## src/rtl/game_start_sequencer_pkg.sv

```systemverilog
// Shared definitions for the game screens: display geometry, colours and the
// loading-screen sequencer state encoding.
package game_start_sequencer_pkg;

  localparam int unsigned ScreenWidth  = 96;
  localparam int unsigned ScreenHeight = 64;
  localparam int unsigned PixelIdxW    = 13;

  // RGB565 colours used by the renderers
  localparam logic [15:0] ColBlack = 16'h0000;
  localparam logic [15:0] ColWhite = 16'hFFFF;
  localparam logic [15:0] ColRed   = 16'hF800;
  localparam logic [15:0] ColGreen = 16'h07E0;
  localparam logic [15:0] ColBlue  = 16'h001F;

  typedef enum logic [1:0] {
    StIdle = 2'd0,
    StLoad = 2'd1,
    StHold = 2'd2,
    StDone = 2'd3
  } seq_state_e;

  function automatic int unsigned max_u(input int unsigned a, input int unsigned b);
    return (a > b) ? a : b;
  endfunction

endpackage

```

## src/rtl/pixel_xy_decode.sv

```systemverilog
// Converts the OLED driver's row-major pixel index into registered column/row
// coordinates plus an in-range flag. One cycle of latency.
module pixel_xy_decode
  import game_start_sequencer_pkg::*;
#(
  parameter int unsigned WIDTH  = ScreenWidth,
  parameter int unsigned HEIGHT = ScreenHeight,
  parameter int unsigned IDX_W  = PixelIdxW
) (
  input  logic                      clk,
  input  logic                      rst_n,
  input  logic [IDX_W-1:0]          pixel_index,
  output logic [$clog2(WIDTH)-1:0]  x,
  output logic [$clog2(HEIGHT)-1:0] y,
  output logic                      pix_valid
);

  localparam int unsigned XW = $clog2(WIDTH);
  localparam int unsigned YW = $clog2(HEIGHT);

  logic [XW-1:0] x_d, x_q;
  logic [YW-1:0] y_d, y_q;
  logic          valid_d, valid_q;

  // Row found by comparing against constant row starts; no divider is built.
  always_comb begin
    valid_d = 32'(pixel_index) < WIDTH * HEIGHT;
    y_d     = '0;
    x_d     = XW'(pixel_index);
    for (int unsigned r = 1; r < HEIGHT; r++) begin
      if (32'(pixel_index) >= r * WIDTH) begin
        y_d = YW'(r);
        x_d = XW'(32'(pixel_index) - r * WIDTH);
      end
    end
    if (!valid_d) begin
      x_d = '0;
      y_d = '0;
    end
  end

  // Coordinate output registers
  always_ff @(posedge clk or negedge rst_n) begin
    if (!rst_n) begin
      x_q     <= '0;
      y_q     <= '0;
      valid_q <= 1'b0;
    end else begin
      x_q     <= x_d;
      y_q     <= y_d;
      valid_q <= valid_d;
    end
  end

  assign x         = x_q;
  assign y         = y_q;
  assign pix_valid = valid_q;

endmodule

```

## src/rtl/game_start_sequencer.sv

```systemverilog
// Loading-screen sequencer: decodes pixel coordinates for the renderer, steps
// the loading bar at a fixed frame cadence, holds the full bar, then pulses done.
module game_start_sequencer
  import game_start_sequencer_pkg::*;
#(
  parameter int unsigned WIDTH           = ScreenWidth,
  parameter int unsigned HEIGHT          = ScreenHeight,
  parameter int unsigned NUM_STEPS       = 4,
  parameter int unsigned FRAMES_PER_STEP = 30,
  parameter int unsigned HOLD_FRAMES     = 15
) (
  input  logic                         clk,
  input  logic                         rst_n,
  input  logic [PixelIdxW-1:0]         pixel_index,
  input  logic                         frame_begin,
  input  logic                         start,
  input  logic                         skip,
  output logic [$clog2(WIDTH)-1:0]     x,
  output logic [$clog2(HEIGHT)-1:0]    y,
  output logic                         pix_valid,
  output logic [$clog2(NUM_STEPS+1)-1:0] cnt,
  output logic                         busy,
  output logic                         done
);

  localparam int unsigned FcntMax = max_u(FRAMES_PER_STEP, HOLD_FRAMES);
  localparam int unsigned FW      = (FcntMax > 1) ? $clog2(FcntMax) : 1;
  localparam int unsigned CW      = $clog2(NUM_STEPS + 1);

  seq_state_e    state_d, state_q;
  logic [CW-1:0] cnt_d, cnt_q;
  logic [FW-1:0] fcnt_d, fcnt_q;
  logic          busy_d, busy_q;
  logic          done_d, done_q;

  pixel_xy_decode #(
    .WIDTH  (WIDTH),
    .HEIGHT (HEIGHT),
    .IDX_W  (PixelIdxW)
  ) u_xy (
    .clk         (clk),
    .rst_n       (rst_n),
    .pixel_index (pixel_index),
    .x           (x),
    .y           (y),
    .pix_valid   (pix_valid)
  );

  // Next-state logic; busy/done are decoded from the next state so they register
  // alongside it.
  always_comb begin
    state_d = state_q;
    cnt_d   = cnt_q;
    fcnt_d  = fcnt_q;
    unique case (state_q)
      StIdle: begin
        cnt_d  = '0;
        fcnt_d = '0;
        // skip is meaningless here; start wins if both arrive together
        if (start) begin
          state_d = StLoad;
          cnt_d   = CW'(1);
        end
      end
      StLoad: begin
        if (skip) begin
          state_d = StDone;
        end else if (frame_begin) begin
          if (fcnt_q == FW'(FRAMES_PER_STEP - 1)) begin
            fcnt_d = '0;
            if (cnt_q < CW'(NUM_STEPS)) begin
              cnt_d = cnt_q + CW'(1);
            end else begin
              state_d = StHold;
            end
          end else begin
            fcnt_d = fcnt_q + FW'(1);
          end
        end
      end
      StHold: begin
        if (skip) begin
          state_d = StDone;
        end else if (frame_begin) begin
          if (fcnt_q == FW'(HOLD_FRAMES - 1)) begin
            state_d = StDone;
          end else begin
            fcnt_d = fcnt_q + FW'(1);
          end
        end
      end
      StDone: begin
        state_d = StIdle;
      end
      default: begin
        state_d = StIdle;
      end
    endcase
    if (state_d == StDone) begin
      cnt_d  = '0;
      fcnt_d = '0;
    end
    busy_d = (state_d == StLoad) || (state_d == StHold);
    done_d = (state_d == StDone);
  end

  // Sequencer state and output registers
  always_ff @(posedge clk or negedge rst_n) begin
    if (!rst_n) begin
      state_q <= StIdle;
      cnt_q   <= '0;
      fcnt_q  <= '0;
      busy_q  <= 1'b0;
      done_q  <= 1'b0;
    end else begin
      state_q <= state_d;
      cnt_q   <= cnt_d;
      fcnt_q  <= fcnt_d;
      busy_q  <= busy_d;
      done_q  <= done_d;
    end
  end

  assign cnt  = cnt_q;
  assign busy = busy_q;
  assign done = done_q;

endmodule
```

## config.mk

```make
export PLATFORM = sky130hd
export DESIGN_NAME = game_start_sequencer
export DESIGN_NICKNAME = d
export VERILOG_FILES = /design/src/rtl/game_start_sequencer_pkg.sv /design/src/rtl/pixel_xy_decode.sv /design/src/rtl/game_start_sequencer.sv
export SDC_FILE = /design/constraint.sdc
export NUM_CORES = 1
export LEC_CHECK = 0
export BUFFER_PORTS_ARGS = -buffer_cell sky130_fd_sc_hd__buf_2
export CAP_MARGIN = 20
export CORE_MARGIN = 10
export CORE_UTILIZATION = 57
export DETAILED_ROUTE_END_ITERATION = 10
export HOLD_SLACK_MARGIN = 0.08
export PLACE_DENSITY = 0.78
export SETUP_SLACK_MARGIN = 0.5
export SYNTH_ARGS = -nofsm -noshare
export SYNTH_HDL_FRONTEND = slang
export SYNTH_HIERARCHICAL = 1
export SYNTH_SLANG_ARGS = --single-unit
```

## constraint.sdc

```tcl
create_clock -name clk -period 3.14 [get_ports clk]
set_input_delay 0.628 -clock clk [delete_from_list [all_inputs] [get_ports clk]]
set_output_delay 0.628 -clock clk [all_outputs]
set_load 0.01 [all_outputs]
```

# Word-level counts from Yosys, hierarchy flattened
# Cells that the tools add are included.
# totals
reg_bits	26
input_bits	18
word_cells	311
# classes
n_addsub	65
order_cmp	65
n_eq_ne	15
n_mux	152
n_reduce_logical	6
# op_table
operator	count
7-bit 2-to-1 mux	64
13-bit by 12-bit greater-or-equal comparator with 1-bit output (second input constant)	21
13-bit greater-or-equal comparator (second input constant)	21
7-bit subtractor (second input constant)	32
6-bit 2-to-1 mux	33
13-bit by 11-bit greater-or-equal comparator with 1-bit output (second input constant)	11
5-bit 2-to-1 mux	23
7-bit by 6-bit subtractor with 7-bit output (second input constant)	16
7-bit by 1-bit subtractor with 7-bit output (second input constant)	15
13-bit by 10-bit greater-or-equal comparator with 1-bit output (second input constant)	5
13-bit by 9-bit greater-or-equal comparator with 1-bit output (second input constant)	3
4-bit 2-to-1 mux	8
3-bit 2-to-1 mux	9
3-bit inequality test (second input constant)	7
2-bit 2-to-1 mux	10
5-bit case mux with 3 select lines	1
13-bit by 7-bit greater-or-equal comparator with 1-bit output (second input constant)	1
13-bit by 8-bit greater-or-equal comparator with 1-bit output (second input constant)	1
13-bit < comparator (second input constant)	1
2-bit equality test (second input constant)	4
2-bit case mux with 4 select lines	1
3-bit case mux with 2 select lines	1
6-bit AND reduction	1
5-bit by 1-bit adder with 5-bit output (second input constant)	1
other kinds (11)	13

# Longest topological paths before layout
# Gate-level depths: netlist of the first run.
# logic_depth
word_depth	65
mapped_depth	12
mapped_depth_nobuf	11

# By module
# The synthesis of the first run kept the hierarchy.
# by_module_without_submodules
module	instances	cells_per_inst	area_per_inst_um2	seq_area_each_um2
pixel_xy_decode	1	363	2424.8	350.3
game_start_sequencer	1	88	855.8	300.3

# Worst setup path before layout of the first run
# No wires, ideal clock.
# synth_path
kind	input port to flip-flop
start	input port pixel_index[6]
end	register u_xy.x_q[5] (netlist: u_xy/x[5])
arrival_time_ns	2.768
required_time_ns	3.012
path_slack_ns	0.245
path_stages	12
cell_sequence	inv_2 -> clkbuf_1 -> ha_1 -> nor4b_4 -> a21bo_1 -> buf_4 -> nand3_1 -> and3_1 -> o21ai_0 -> nand4_1 -> a31oi_1 -> mux2_1
# synth_via
elab_chain_cells	65
word_cells_on_any_way	128
cone_classes	64 x order compare; 64 x mux
# synth_rtl
item	line	source
start: declaration	game_start_sequencer.sv:14	input logic [PixelIdxW-1:0] pixel_index,
13-bit by 7-bit greater-or-equal comparator with 1-bit output	pixel_xy_decode.sv:31	if (32'(pixel_index) >= r * WIDTH) begin
7-bit 2-to-1 mux (63 in a row)	pixel_xy_decode.sv:31	
7-bit 2-to-1 mux (*)	pixel_xy_decode.sv:36	if (!valid_d) begin
named net u_xy.x_d[5]	pixel_xy_decode.sv:21	logic [XW-1:0] x_d, x_q;
end signal: assignment	pixel_xy_decode.sv:45	x_q <= '0;
end signal: assignment	pixel_xy_decode.sv:49	x_q <= x_d;
end: declaration	pixel_xy_decode.sv:21	
# The timed path passes the listed nets; every way through them passes the cells marked *.
# A chain may end at the register's enable or synchronous reset.

# Final worst setup path of the first run
# layout_path
start	input port pixel_index[9]
end	register u_xy.x_q[5] (netlist: u_xy/x[5])
# The elaborated chain is that of the path after synthesis.

==> results of run 1 <==
## logic make-up after synthesis
kind of cell               share of synthesized area (%)
and+or+nand+nor                                     28.8
AOI/OAI and AO/OA                                   34.0
buffers and inverters                               8.43
DFF                                                 19.8
adders and majority gates                           4.81
muxes                                               3.66
xor gates and xnor gates                           0.534
## Yosys cell counts, drive strengths merged (3+ instances only)
master and count:
o221ai 6, a311oi 4, ha 11, a21o 3, a22oi 3, o31ai 5
and3 4, a211oi 7, nor3 16, nor2b 5, a41oi 3, nand2 38
o21ai 37, o22ai 6, dfrtp 26, nand2b 7, nand3 9, o21a 4
or2 5, a221oi 3, mux2 5, nor4 5, buf 28, nor4b 4
and2 11, a31oi 16, o31a 4, a21oi 35, nor2 42, o311ai 3
o211ai 7, nor3b 3, nand4 10, clkbuf 16, mux2i 6, inv 15
## power by group through the flow
| stage | Combinational [µW] | Sequential [µW] | Clock (µW) |
|---|---|---|---|
| floorplan | 735 | 475 | 0 |
| global placement | 1010 | 454 | 0 |
| detailed placement | 1040 | 459 | 0 |
| CTS | 1100 | 452 | 225 |
| global route | 1260 | 463 | 240 |
| finish | 1180 | 454 | 221 |
## timing repair
action,CTS,global route
resized for setup,9,31
pin swaps,4,9
setup endpoints to repair,5,7
setup buffers,6,4
cloned,0,2
## flip-flops by register name, summed over array words and instances, names as in the netlist
signal,cells
state_q,2
u_xy/y,6
u_xy/x,7
busy,1
u_xy/pix_valid,1
done,1
cnt,3
fcnt_q,5
## final cells by class
| class | count | area, µm² | area share (%) |
|---|---|---|---|
| Multi-Input combinational cell | 366 | 2520 | 63.3 |
| Clock buffer | 4 | 55.1 | 1.38 |
| Sequential cell | 26 | 651 | 16.3 |
| Timing Repair Buffer | 88 | 602 | 15.1 |
| Tap cell | 72 | 90.1 | 2.26 |
| Inverter | 16 | 62.6 | 1.57 |
## path summary, 6_finish.rpt
path                                         endpoint  cells after the start                   from  slack [ps]
worst max-delay path              u_xy/x[5]$_DFF_PN0_                     10         pixel_index[9]         420
worst min-delay path               cnt[1]$_DFFE_PN0P_                      1                  rst_n         340
worst max register to register  fcnt_q[1]$_DFFE_PN0P_                     10   state_q[1]$_DFF_PN0_         530
worst min register to register  fcnt_q[3]$_DFFE_PN0P_                      1  fcnt_q[3]$_DFFE_PN0P_         550
max in group asynchronous       fcnt_q[2]$_DFFE_PN0P_                      1                  rst_n        2400
min in group clk                fcnt_q[3]$_DFFE_PN0P_                      1  fcnt_q[3]$_DFFE_PN0P_         550
## per-layer routing
| metal | vias to the layer above | global-route usage [%] | part of all wire (%) |
|---|---|---|---|
| met1 | 1921 | 35.0 | 39 |
| met2 | 350 | 39.7 | 43 |
| met3 | 82 | 5.68 | 13 |
| met4 | 0 | 10.8 | 5.1 |
| met5 | - | 0 | 0 |
| li1 | 1803 | - | - |
## metrics by stage
step | hold WS (ps) | utilization (%)
6_report | 344 | 71.8
5_1_grt | 385 | 71.8
4_1_cts | 364 | 68.6
3_5_place_dp | 536 | 66.2
3_3_place_gp | 522 | 66.2
2_1_floorplan | 332 | -
==> results, run 1 <==
- The run finished with clean final reports.
- Counting flops with a built-in enable in the synthesized netlist gives 0.
- The final worst-path cycle share is around 87%.
- The die covers about 9200 µm².
- The routed layout has between 4,000 and 5,000 vias.
- During synthesis, Yosys emitted a total of 6 warnings.
- In this run the cell area of the synthesized design comes to 3280 µm².
- The leading cell type in the layout, fill and taps excluded is sky130_fd_sc_hd__buf_4.
- The fraction of layout instances using a drive strength above 1 is ~28%.
- The first detailed-routing pass took 6 iterations.
- In the routed layout, each cell is associated on average with a via count of roughly 7.3.
- The floorplan die height is roughly 96 µm.
- 37 I/O pins were placed.
- Dividing the detail-routed wire length by the instance count gives approximately 22 µm.
- The synthesized flop and latch total is 26.
- The number of hold-slack violations in the final timing report is 0.
- The cell family contributing the most delay on the critical path is compound AO/OA/AOI/OAI gates.
- Net switching is 44.7% of the power.
- The distinct cell type count after synthesis is 85.
- The number of pins exceeding their max-slew limit in the final report is 0.
- The x dimension of the die is around 96 µm.
- The synthesized netlist cell count is approximately 450.
- The placed standard-cell area is around 3700 µm².
- The number of nets in the final layout is between 500 and 600.
- The signal arrival time at the worst endpoint is between 2000 and 3000 ps.
- The total of hold buffers inserted after clock tree synthesis is 0.
- The clock network fraction of design power is roughly an eighth.
- The insertion delay to the later sink of the worst-skew pair is about 270 ps.
- STA puts the critical path data required time at around 3300 ps.
- The element type at the critical path start is an input port.
- The most used flip-flop cell after synthesis is sky130_fd_sc_hd__dfrtp_1.
- The overflow left after global routing is 0.
- Sequential cells were found to cover 19.8% of the synthesized design area.
- The fraction of synthesized cell area taken by the top area cell type is 19.8%.
- For this run, asynchronously set or reset flops after synthesis account for between 90% and 100%.
- A synthesized cell averages between 7 and 8 µm².
- The max-capacitance violation count is 0.
- The area of the core is roughly 5500 µm².
- The worst setup skew after layout is between 6 and 7 ps.
- During placement, the flow inserted port buffers numbering 36.
- At the pin with the least slew margin, the transition time is 594 ps.
- The effective utilization at floorplan is 59.2%.
- The class of the tightest hold or removal check is input port to asynchronous set/reset pin.
- The layout overhead on the synthesized area is 21.3%.
- The estimated wirelength of the detail-placed design is ~9000 µm.
- Ranked by total cell area, the synthesized netlist is headed by sky130_fd_sc_hd__dfrtp_1, sky130_fd_sc_hd__a21oi_1, sky130_fd_sc_hd__o21ai_0, sky130_fd_sc_hd__nor2_1, sky130_fd_sc_hd__nand2_1.
- The share of total power in sequential cells is 24.5%.
- Derived from the worst setup path, the maximum achievable clock frequency is approximately 0.37 GHz.
- The worst setup slack after layout is ~420 ps.
- The first global-routing pass estimated a little under 20,000 µm of wire.
- The routed design has 12,700 µm of wire.
- In this run the core area contains 27 standard-cell rows.
- The buffer and inverter count on the worst path is 2.
- Counting along the longest clock path gives a buffer depth of 2.
- The pin count of the biggest net entering global routing is 29.
- The finished layout holds approximately 570 standard cells, fillers aside.
- The worst setup path is captured at a flip-flop.
- The largest incremental delay on the critical path is 500 ps.
- Leaving out fill and tap cells, the most frequent cells in the layout are sky130_fd_sc_hd__buf_4, sky130_fd_sc_hd__nor2_1, sky130_fd_sc_hd__nand2_1, sky130_fd_sc_hd__buf_2, sky130_fd_sc_hd__a21oi_1.
- Internal power comes to approximately 1000 µW.
- The completed layout was analyzed and its total power is roughly 1800 µW.
- The worst slew margin relative to its limit is approximately three fifths.
- The total number of clock tree sinks is 26.
- The post-route cell area is between 3000 and 4000 µm².
- The critical path goes through buf_2 > buf_4 > nor4_1 > a32o_1 > a41oi_2 > o32ai_2 > o2111ai_2 > nand4_1 > a31oi_4 > mux2_4.
- The slowest stage of the critical path belongs to the cell sky130_fd_sc_hd__nor4_1.
- After clock tree synthesis, the clock-pin slew on the worst setup and hold paths is about 90 ps.
- The number of antenna violations at the first check in global routing is 0.
- The worst setup path is of the input port to flip-flop kind.
- For the final routed database, the setup TNS stands at 0 ps.
- Combinational logic is responsible for around 64% of the overall power.
- Setup repair after global routing could not meet its margin everywhere.
- The final weighted congestion of routability-driven global placement is between 1 and 1.5.
- The switching power of the nets is 828 µW.
- Setup violations remaining at the end of the flow were counted as 0.
- The remaining antenna violation count after routing is 0.
- The CTS tree is done.
- 0 antenna diodes ended up in the layout.
- The H-tree depth reported by CTS is 1.
- The number of DRC violations after detailed routing is 0.
- The CTS root buffer is sky130_fd_sc_hd__clkbuf_8.
- The overall track demand over capacity in global routing is a little over a quarter.
- The cell taking the most area after synthesis is sky130_fd_sc_hd__dfrtp_1.
- Synthesis produced a netlist with a net count of 480.
- The first routing iteration left between 600 and 700 violations.
- The maximum resistive drop on vdd is 406 µV.
- The shortest period the worst path allows is 2720 ps.
- For this design the ratio of total power to cell area is 465 nW/µm².
- The peak fanout along the critical path is 19.
- Before CTS, the worst setup slack after placement is roughly 28 ps.
- The number of placed instances, taps included, is 556.
- The number of global-route vias before repair is 3,672.
- Counting the fill cells in the layout gives approximately 430.
- The reported leakage power is approximately 0.0016 µW.
- The number of buffers added by the clock tree synthesis step is 3.
(Power assumes the default switching activity.)
==> inputs of run 2 (changes only) <==
--- a/config.mk
+++ b/config.mk
@@ -11,9 +11,9 @@
 export CORE_UTILIZATION = 57
 export DETAILED_ROUTE_END_ITERATION = 10
 export HOLD_SLACK_MARGIN = 0.08
+export MAX_ROUTING_LAYER = met4
 export PLACE_DENSITY = 0.78
 export SETUP_SLACK_MARGIN = 0.5
 export SYNTH_ARGS = -nofsm -noshare
 export SYNTH_HDL_FRONTEND = slang
-export SYNTH_HIERARCHICAL = 1
 export SYNTH_SLANG_ARGS = --single-unit
==> run 2 against run 1 <==
Effect of this change: synthesized cell count is 5.8% lower; sequential share of layout area is 1.4 points higher; non-clock buffer count is 14 lower; worst hold slack worse by 6.0 ps; first-iteration DRC count is 28% lower; critical path depth is 1 higher; sequential cell count stayed put; final cell count is 6.5% lower; fmax is 3.8% higher; die area is 2.7% lower; cell area is 7.9% lower; critical path type is now flip-flop to flip-flop.
==> results, run 2 <==
- The kind of capture point of the worst setup path is a flip-flop.
- The synthesized design contains 0 enable-type register cells.
- The floorplan die height is around 95 µm.
- TritonCTS built the clock tree.
- In the global route stage, overall resource usage came out at between 20% and 30%.
- Dividing total power by cell area gives a power density of around 440 nW/µm².
- Ranked by instance count, the synthesized netlist is headed by sky130_fd_sc_hd__o21ai_0, sky130_fd_sc_hd__nand2_1, sky130_fd_sc_hd__nor2_1.
- The CTS root buffer is sky130_fd_sc_hd__clkbuf_8.
- The cell total after placement is about 520.
- The flow ran to the end, and the final reports show no timing, DRC or antenna violations.
- The area of the core is about 5400 µm².
- The synthesized netlist cell count is 425.
- Setup violations remaining at the end of the flow were counted as 0.
- The element type at the critical path start is a flip-flop.
- In this run the tightest slew margin relative to its limit is about 60%.
- The number of DRC violations after detailed routing is 0.
- On the worst path, the slowest cell contributes a delay of just over 400 ps.
- The post-synthesis async set-or-reset flop share is 100%.
- The x dimension of the die is roughly 95 µm.
- The average size of a mapped cell is 7.46 µm².
- The endpoint of the lowest-slack register-to-register path is fcnt_q[3]$_DFFE_PN0P_.
- The critical path class is flip-flop to flip-flop.
- The data required time of the worst path is around 3300 ps.
- The clock drives 26 sinks.
- In this run the worst path has a maximum fanout of 5.
- The most used flip-flop cell after synthesis is sky130_fd_sc_hd__dfrtp_1.
- The number of hold-slack violations in the final timing report was 0.
- Yosys instantiated no cell more often than sky130_fd_sc_hd__o21ai_0.
- The number of flip-flops in the largest register is 7.
- For this block, the initial DRC count from the detailed router was 487.
- The number of antenna violations at the first check in global routing is 0.
- The clock arrives with roughly 14 ps of skew.
- The fraction of layout instances using a drive strength above 1 is between 20% and 30%.
- The proportion of synthesized chip area in sequential cells is approximately a fifth.
- The critical path's slowest cell is sky130_fd_sc_hd__dfrtp_1.
- Buffers placed on the I/O ports in this run total 36.
- The largest family of logic cells by synthesized area is compound AO/OA/AOI/OAI gates.
- The number of pins exceeding their max-slew limit in the final report was 0.
- Clock-pin slew was measured on the worst setup and hold paths at approximately 100 ps.
- The first global-routing pass estimated 17,500 µm of wire.
- Summed over all layers, the routed wires come to about 11,000 µm.
- Traced cell by cell, the critical path runs through inv_1 > ha_1 > and4b_1 > and3_1 > o22a_1 > o22ai_2 > mux2i_1 > ha_2 > or3b_4 > or2_4 > o31ai_2.
- The vias after detailed routing is about 3,800.
- Counting every net in the synthesized netlist gives 454.
- Dividing the final minimum period by the clock period gives between 80% and 90%.
- The analysis attributes to net switching a power of ~670 µW.
- The number of placement rows is 27.
- The number of buffers between clock root and the deepest sink is 2.
- The full die area is 8940 µm².
- The first TritonRoute pass finished after 8 iterations.
- The insertion delay to the later sink of the worst-skew pair is between 200 and 300 ps.
- The capturing instance or port of the critical path is fcnt_q[3]$_DFFE_PN0P_.
- Once the floorplan was initialized, standard cells occupied between 50% and 60% of the core.
- The average vias per placed instance is 7.04.
- Setup repair after global routing could not meet its margin everywhere.
- The startpoint of the lowest-slack register-to-register path is fcnt_q[0]$_DFFE_PN0P_.
- The fraction of synthesized cell area taken by the top area cell type is 20.5%.
- The number of nets in the final layout is around 490.
- VDD sags by at most approximately 300 µV.
- The wire length on met3 is approximately 1100 µm.
- The estimated wirelength of the detail-placed design is roughly 8000 µm.
- For this design the top-level I/O count stands at 37.
- The number of buffers and inverters on the critical path is 1.
- The layout overhead on the synthesized area is 15.6%.
- The synthesized-area fraction occupied by adder cells is under 10%.
- For this run, the top clock speed supported by timing is around 0.38 GHz.
- The final total negative setup slack is 0 ps.
- At the end of routability-driven placement, the weighted congestion stood at approximately 1.1.
- The min-delay analysis places its worst path in the category input port to asynchronous set/reset pin.
- The pin count of the biggest net entering global routing is 32.
- The cell family with the largest share of critical-path delay is simple AND/OR/NAND/NOR gates.
- The routed length on met1 is ~4300 µm.
- After the flow finishes, the layout carries non-filler instances totaling between 500 and 600.
- The number of global-route vias before repair came to between 3,000 and 4,000.
- 0 antenna diodes ended up in the layout.
- After synthesis, the share of cell area in mux cells is under 10%.
- For this design the static power due to leakage is ~0.0015 µW.
- The total standard cell area after synthesis is roughly 3200 µm².
- In this run the worst setup path begins at fcnt_q[0]$_DFFE_PN0P_.
- The internal portion of the total power is 948 µW.
- The length in cells of the worst reg-to-reg path is 11.
- In the layout the commonest cells are sky130_fd_sc_hd__o21ai_0, sky130_fd_sc_hd__buf_4, sky130_fd_sc_hd__buf_2, sky130_fd_sc_hd__nand2_1, sky130_fd_sc_hd__nor2_1.
- At the pin with the least slew margin, the transition time is slightly below 600 ps.
- The final core area utilization is 67.4%.
- The synthesized-area fraction occupied by ao, oa, aoi and oai cells is approximately 36%.
- The signal arrival time at the worst endpoint is about 2800 ps.
- The synthesized flop and latch total is 26.
- The smallest clock period supported by the final layout is computed as ~2600 ps.
- The completed layout was analyzed and its total power is 1620 µW.
- Ranked by total cell area, the synthesized netlist is headed by sky130_fd_sc_hd__dfrtp_1, sky130_fd_sc_hd__o21ai_0, sky130_fd_sc_hd__a21oi_1, sky130_fd_sc_hd__ha_1, sky130_fd_sc_hd__nand2_1.
- Combinational cells account for 56.3% of the total power.
- TritonCTS created 3 clock buffers.
- In this run the number of H-tree levels came out at 1.
- Net switching is approximately 41% of the power.
- The Yosys step of the flow raised 0 warnings.
- The total number of cells along the worst setup path is 11.
- The top layer used by detailed routing is met4.
- The largest total area in the synthesized netlist belongs to sky130_fd_sc_hd__dfrtp_1.
- Max-cap violations in this run came to 0.
- The setup slack of the most critical reg-to-reg path is a little over 500 ps.
- The routed length per placed instance is approximately 21 µm.
- The distinct cell type count after synthesis is 81.
- The clock network fraction of design power is between 15 and 20%.
- The total overflow left after global routing is 0.
- Sequential cells account for roughly 27% of the total power.
- The detail route stage leaves a number of antenna-violating nets equal to 0.
- The met2 wirelength from detailed routing is about 5300 µm.
- The post-synthesis xor/xnor area fraction is 0.553%.
- The fraction of the mapped netlist area in simple logic gates is 27.9%.
run 2: cell types whose count changed after synthesis, sizes merged, moves of 7 or more:
cell / delta
nor2b: +11
nand3: +9
clkbuf: -8
o21ai: +8
nor3: -7
run 2: worst min-delay path by stage:
stage                                startpoint               endpoint  slack [ps]  cells past startpoint
after global placement    fcnt_q[4]$_DFFE_PN0P_  fcnt_q[4]$_DFFE_PN0P_         480                      1
final                                     rst_n  fcnt_q[4]$_DFFE_PN0P_         340                      1
after CTS                                 rst_n  fcnt_q[3]$_DFFE_PN0P_         350                      1
after floorplan                           rst_n         busy$_DFF_PN0_         330                      0
after global routing                      rst_n  fcnt_q[3]$_DFFE_PN0P_         380                      1
after detailed placement  fcnt_q[4]$_DFFE_PN0P_  fcnt_q[4]$_DFFE_PN0P_         490                      1
run 2: area by class of cell:
| cell class | instances | area (µm²) |
|---|---|---|
| clock buffers | 3 | 41.3 |
| clock inverters | 1 | 30.0 |
| fillers | 452 | 1770 |
| inverters | 13 | 52.6 |
| multi-input cells | 346 | 2320 |
| flip-flops and latches | 26 | 651 |
| well taps | 72 | 90.1 |
| repair buffers | 74 | 478 |
run 2: repair_timing:
action / in CTS / in global routing
setup endpoints to repair: 4 / 11
gates cloned: 0 / 0
hold buffers: 0 / 0
resized for setup: 1 / 18
setup buffers: 3 / 7
pin swaps: 1 / 10
run 2: power by group through the flow:
stage                     Clock, µW  Sequential (µW)  Combinational (µW)
after floorplan                   0              450                 539
after global placement            0              436                 755
after detailed placement          0              440                 769
after CTS                       280              431                 804
after global routing            291              438                1000
final                           274              432                 910
run 2: cells by family (layout without fill, tap and decap cells):
group	Yosys count	count (layout)
DFF	26	26
AOI/OAI and AO/OA	166	166
buffers and inverters	53	91
adders and majority gates	11	11
muxes	4	4
and+or+nand+nor	163	163
xor gates and xnor gates	2	2
run 2: routing by layer:
layer	global-route usage, %	vias up
met5	-	-
met3	3.33	59
met1	30.0	1758
li1	-	1674
met2	39.1	278
met4	10.6	0
run 2: through the flow:
step / setup slack [ps] / cell area [µm²] / hold WS [ps]
2_1_floorplan: 560 / 3170 / 332
3_3_place_gp: 252 / 3440 / 484
3_5_place_dp: 211 / 3440 / 491
4_1_cts: 503 / 3530 / 354
5_1_grt: 425 / 3660 / 381
6_report: 518 / 3660 / 338
